<file path="src/rtl/bp_io_load_arbiter.sv">
// Two-requester front end for the unicore's inbound I/O port. It arbitrates commands
// round-robin, keeps a credit count per requester and routes responses back by lce_id.
module bp_io_load_arbiter #(
  parameter int msg_width_p       = 128,
  parameter int lce_id_width_p    = 2,
  parameter int lce_id_offset_p   = 0,
  parameter int req1_lce_id_p     = 3,
  parameter int max_outstanding_p = 4
) (
  input  logic                   clk_i,
  input  logic                   reset_n_i,
  input  logic [msg_width_p-1:0] req0_cmd_i,
  input  logic                   req0_cmd_v_i,
  output logic                   req0_cmd_yumi_o,
  input  logic [msg_width_p-1:0] req1_cmd_i,
  input  logic                   req1_cmd_v_i,
  output logic                   req1_cmd_yumi_o,
  output logic [msg_width_p-1:0] cmd_o,
  output logic                   cmd_v_o,
  input  logic                   cmd_yumi_i,
  input  logic [msg_width_p-1:0] resp_i,
  input  logic                   resp_v_i,
  output logic                   resp_ready_and_o,
  output logic [msg_width_p-1:0] resp0_o,
  output logic                   resp0_v_o,
  input  logic                   resp0_ready_and_i,
  output logic [msg_width_p-1:0] resp1_o,
  output logic                   resp1_v_o,
  input  logic                   resp1_ready_and_i,
  output logic                   error_o
);
  localparam int cnt_w = $clog2(max_outstanding_p + 1);
  localparam logic [cnt_w-1:0] max_cnt = cnt_w'(max_outstanding_p);
  localparam logic [lce_id_width_p-1:0] req1_id = lce_id_width_p'(req1_lce_id_p);

  typedef enum logic [1:0] {IDLE, GRANT0, GRANT1} state_e;

  state_e           state, state_n;
  logic             last_grant, last_grant_n;
  logic [cnt_w-1:0] cnt0, cnt1;
  logic             error_r;
  logic             elig0, elig1, inc0, inc1, dec0, dec1, err_fsm;
  logic             cmd_v, yumi0, yumi1, dest, resp_rdy;

  assign elig0 = req0_cmd_v_i & (cnt0 < max_cnt);
  assign elig1 = req1_cmd_v_i & (cnt1 < max_cnt);

  always_comb begin
    state_n      = state;
    last_grant_n = last_grant;
    inc0         = 1'b0;
    inc1         = 1'b0;
    err_fsm      = 1'b0;
    cmd_o        = '0;
    cmd_v        = 1'b0;
    yumi0        = 1'b0;
    yumi1        = 1'b0;
    case (state)
      IDLE: begin
        // On a tie, the requester that was not served last time gets the grant.
        if (elig0 && elig1) state_n = last_grant ? GRANT0 : GRANT1;
        else if (elig0)     state_n = GRANT0;
        else if (elig1)     state_n = GRANT1;
      end
      GRANT0: begin
        cmd_o = req0_cmd_i;
        cmd_v = req0_cmd_v_i;
        if (!req0_cmd_v_i) begin
          state_n = IDLE;
          err_fsm = 1'b1;
        end else if (cmd_yumi_i) begin
          yumi0        = 1'b1;
          inc0         = 1'b1;
          last_grant_n = 1'b0;
          state_n      = IDLE;
        end
      end
      GRANT1: begin
        cmd_o = req1_cmd_i;
        cmd_v = req1_cmd_v_i;
        if (!req1_cmd_v_i) begin
          state_n = IDLE;
          err_fsm = 1'b1;
        end else if (cmd_yumi_i) begin
          yumi1        = 1'b1;
          inc1         = 1'b1;
          last_grant_n = 1'b1;
          state_n      = IDLE;
        end
      end
      default: state_n = IDLE;
    endcase
  end

  // Handshake outputs are gated by reset so they are low for the whole reset assertion.
  assign cmd_v_o         = cmd_v & reset_n_i;
  assign req0_cmd_yumi_o = yumi0 & reset_n_i;
  assign req1_cmd_yumi_o = yumi1 & reset_n_i;

  assign dest             = (resp_i[lce_id_offset_p +: lce_id_width_p] == req1_id);
  assign resp_rdy         = dest ? resp1_ready_and_i : resp0_ready_and_i;
  assign resp_ready_and_o = resp_rdy & reset_n_i;
  assign resp0_o          = resp_i;
  assign resp1_o          = resp_i;
  assign resp0_v_o        = resp_v_i & ~dest & reset_n_i;
  assign resp1_v_o        = resp_v_i & dest & reset_n_i;
  assign dec0             = resp_v_i & ~dest & resp_rdy;
  assign dec1             = resp_v_i & dest & resp_rdy;
  assign error_o          = error_r;

  always_ff @(posedge clk_i or negedge reset_n_i) begin
    if (!reset_n_i) begin
      state      <= IDLE;
      last_grant <= 1'b1;
      cnt0       <= '0;
      cnt1       <= '0;
      error_r    <= 1'b0;
    end else begin
      state      <= state_n;
      last_grant <= last_grant_n;
      // A response with no credit outstanding is an error; the count holds at zero.
      if (inc0 && !dec0)                     cnt0 <= cnt0 + 1'b1;
      else if (dec0 && !inc0 && cnt0 != '0)  cnt0 <= cnt0 - 1'b1;
      if (inc1 && !dec1)                     cnt1 <= cnt1 + 1'b1;
      else if (dec1 && !inc1 && cnt1 != '0)  cnt1 <= cnt1 - 1'b1;
      error_r <= error_r | err_fsm | (dec0 && cnt0 == '0) | (dec1 && cnt1 == '0);
    end
  end
endmodule
</file>
<file path="config.mk">
export PLATFORM = sky130hd
export DESIGN_NAME = bp_io_load_arbiter
export DESIGN_NICKNAME = d
export VERILOG_FILES = /design/src/rtl/bp_io_load_arbiter.sv
export SDC_FILE = /design/constraint.sdc
export NUM_CORES = 1
export LEC_CHECK = 0
export CAP_MARGIN = 15
export CORE_AREA = 2 2 307 309
export DETAILED_ROUTE_END_ITERATION = 7
export DIE_AREA = 0 0 309 311
export REMOVE_ABC_BUFFERS = 1
export SETUP_SLACK_MARGIN = 0.1
export SLEW_MARGIN = 20
export SYNTH_ARGS = -nofsm -noshare
export SYNTH_HDL_FRONTEND = slang
export SYNTH_SLANG_ARGS = --single-unit
</file>
<file path="constraint.sdc">
create_clock -name clk_i -period 2.3 [get_ports clk_i]
set_input_delay 0.23 -clock clk_i [delete_from_list [all_inputs] [get_ports clk_i]]
set_output_delay 0.23 -clock clk_i [all_outputs]
set_load 0.03 [all_outputs]
</file>
==> qor.csv <==
stage,metric,value,unit
outcome,status,completed,
sta,period_share,92.7,%
critical_path,critPathTopFamily,buffers and inverters,
place,place.gp.congestion,0.761,
cells_and_area,nets,1178,
sta,relSlewSlack,71.2,%
cells_and_area,syn_to_final_growth,90.6,%
sta,finalHoldViolations,0,
global_route,grt_pass1_vias,5378,
run,maxCapViolCount,0,
detailed_routing,num_vias,5839,
yosys,yosysWarnings,0,
sta,clock_skew,1.36,ps
cells_and_area,fillerInstances,10900,
power,p_leak,2.81,nW
floorplan,row_count,112,
critical_path,cp-end-kind,output port,
yosys,synth_area_leaders,"buf_4, a22oi_1, nor2b_1, dfrtp_1, buf_2",
place,post-place-ws,182,ps
detailed_routing,ant_nets,0,
cts,cts-buffers-inserted,3,
global_route,use_met2,26.8,%
critical_path,critPathLaunchType,register,
global_route,grt_util_met3,16.0,%
place,port_buffers,404,
critical_path,cp.buffers_inverters,4,
sta,rsz0062_at_grt,true,
hold_path,hold_class,input pin to asynchronous set/reset pin,
power,total_power,0.00696,W
sta,worst-slew-pin-transition,432,ps
sta,hold-worst-slack,398,ps
sta,timing.final.ws_setup,167,ps
sta,fin_crit,2130,ps
yosys,ys_ff_latch,10,
yosys,syn_area_per_cell,7.25,um2
detailed_routing,drc,0,
global_route,gr-total-overflow,0,
yosys,synth_edf_count,0,
yosys,synth_top_area_share,41.7,%
critical_path,crit_top_cell,buf_12,
cells_and_area,utilization,9.48,%
cts,clock_latency,240,ps
yosys,yosysSeqAreaShare,5.45,%
global_route,grt_pass1_wl,94000,um
critical_path,path_class,register to output port,
cells_and_area,drive_gt1_share,24.9,%
critical_path,worst_path_max_delay_cell,dfrtp_2,
cts,clock-sinks,10,
cts,clk_pin_slew,40,ps
yosys,synth_ff_type,dfrtp_1,
sta,setup_viol,0,
yosys,synth_xor_area_share,0,%
place,placed_cell_area,8570,um2
critical_path,arrival,1900,ps
yosys,synth_compound_area_share,23.6,%
yosys,synth_top_family_by_area,buffers and inverters,
floorplan,top_level_ports,783,
global_route,antenna_found_initial,15,
place,hpwl,73400,um
cts,cts-root-buf,clkbuf_16,
yosys,synthSimpleGateAreaFrac,21.9,%
yosys,syn_area,4610,um2
detailed_routing,vias_per_cell,2.87,
cells_and_area,seqCellArea,253,um2
sta,fmaxAchievable,469,MHz
yosys,synth_top_area_cell,buf_4,
yosys,synthMuxAreaShare,0.760,%
floorplan,fp.dieH,311,um
global_route,grt_max_degree,49,
floorplan,start_util,4.97,%
cts,tritoncts,built,
yosys,yosysUniqueCellTypes,39,
cts,cts_hold_buf,0,
cells_and_area,multi_input_area,2290,um2
global_route,track_usage,16.4,%
yosys,yosys.area_share.adder,1.95,%
floorplan,die_w,309,um
detailed_routing,routed_wl,82900,um
floorplan,core-area,92800,um2
critical_path,critical_path.max_stage_delay,440,ps
sta,drv_slew,0,
cells_and_area,fin_area,8790,um2
cts,cts.htree.levels,1,
global_route,grt-busiest-layer,met2,
cts,clk_path_buf_depth,2,
yosys,async_reset_ff_share,100,%
detailed_routing,drtIter0Drc,486,
critical_path,path_cells,inv_2 -> ha_4 -> buf_12 -> buf_16 -> a22oi_1 -> nor2b_1 -> buf_12,
yosys,synth_common_cells,"buf_4, nor2b_1, a22oi_1",
yosys,yosysMostFrequentCell,buf_4,
floorplan,dieArea,96100,um2
global_route,met1_usage,13.7,%
critical_path,required,2070,ps
detailed_routing,dr.pass1.iters,4,
power,p_per_area,791,nW/um2
power,vdd_drop_max,0.463,mV
yosys,synth_cells,636,
detailed_routing,wire_per_inst,40.7,um
critical_path,cp_max_fo,16,
-- cells by family after synthesis --
| family | count (synthesis) |
|---|---|
| AO/OA/AOI/OAI | 147 |
| multiplexers | 3 |
| AND/OR/NAND/NOR | 165 |
| flip-flops | 10 |
| adder cells (fa/ha/maj) | 6 |
| buffers and inverters | 305 |
-- report_power, final --
group / leakage, nW / switching (W) / internal (W)
registers: 0.117 / 0.0000812 / 0.000250
logic: 2.66 / 0.00330 / 0.00301
clock network: 0.0382 / 0.0000916 / 0.000233
-- placed cells by master (no fill, tap or decap), types with 5 or more instances in the layout --
| cell | instances |
|---|---|
| diode_2 | 5 |
| nor2_1 | 6 |
| a22oi_1 | 127 |
| nand2_1 | 7 |
| buf_12 | 42 |
| dfrtp_1 | 8 |
| buf_4 | 118 |
| nor2b_2 | 12 |
| clkdlybuf4s50_1 | 273 |
| nor2b_1 | 118 |
| a21oi_1 | 5 |
-- registers in the layout, indices dropped and copies added (netlist names) --
name and count:
last_grant 1, state 2, error_o 1, cnt1 3
cnt0 3
-- final timing paths --
kind | startpoint | endpoint | slack (ps) | depth (start not counted)
worst max-delay path | state[0] | cmd_o[29] | 170 | 7
worst min-delay path | reset_n_i | state[1] | 400 | 2
worst max register to register | state[1] | cnt0[2] | 210 | 8
worst min register to register | error_o | error_o | 480 | 1
max in group asynchronous | reset_n_i | last_grant | 1710 | 2
min in group clk_i | resp_i[29] | resp1_o[29] | 460 | 0
-- per-stage QoR --
step                      std cells  TNS, ps
after floorplan                 337  -219280
after global routing           2033        0
after global placement         2023        0
after detailed placement       2023        0
after CTS                      2029        0
final                          2038        0
-- routing by layer --
metal | routed length, um | share of wire (%)
met3 | 16900 | 20
met5 | 1420 | 1.7
met1 | 25000 | 30
met2 | 37900 | 46
met4 | 1780 | 2.1
-- final cells by class --
cell class / instances / area share [%]
timing repair buffer: 438 / 51.9
clock buffer: 4 / 0.897
inverter: 6 / 0.256
antenna: 5 / 0.142
tap: 1254 / 17.8
sequential: 10 / 2.87
multi-input combinational: 321 / 26.1
-- repair_timing --
item	in CTS	in global routing
endpoints found under the setup margin	32	87
endpoints found under the hold margin	0	0
cloned	1	1
setup buffers	1	4
pin swaps	0	1
resized for setup	12	8
Note: power is estimated with default switching activity, not from simulation.
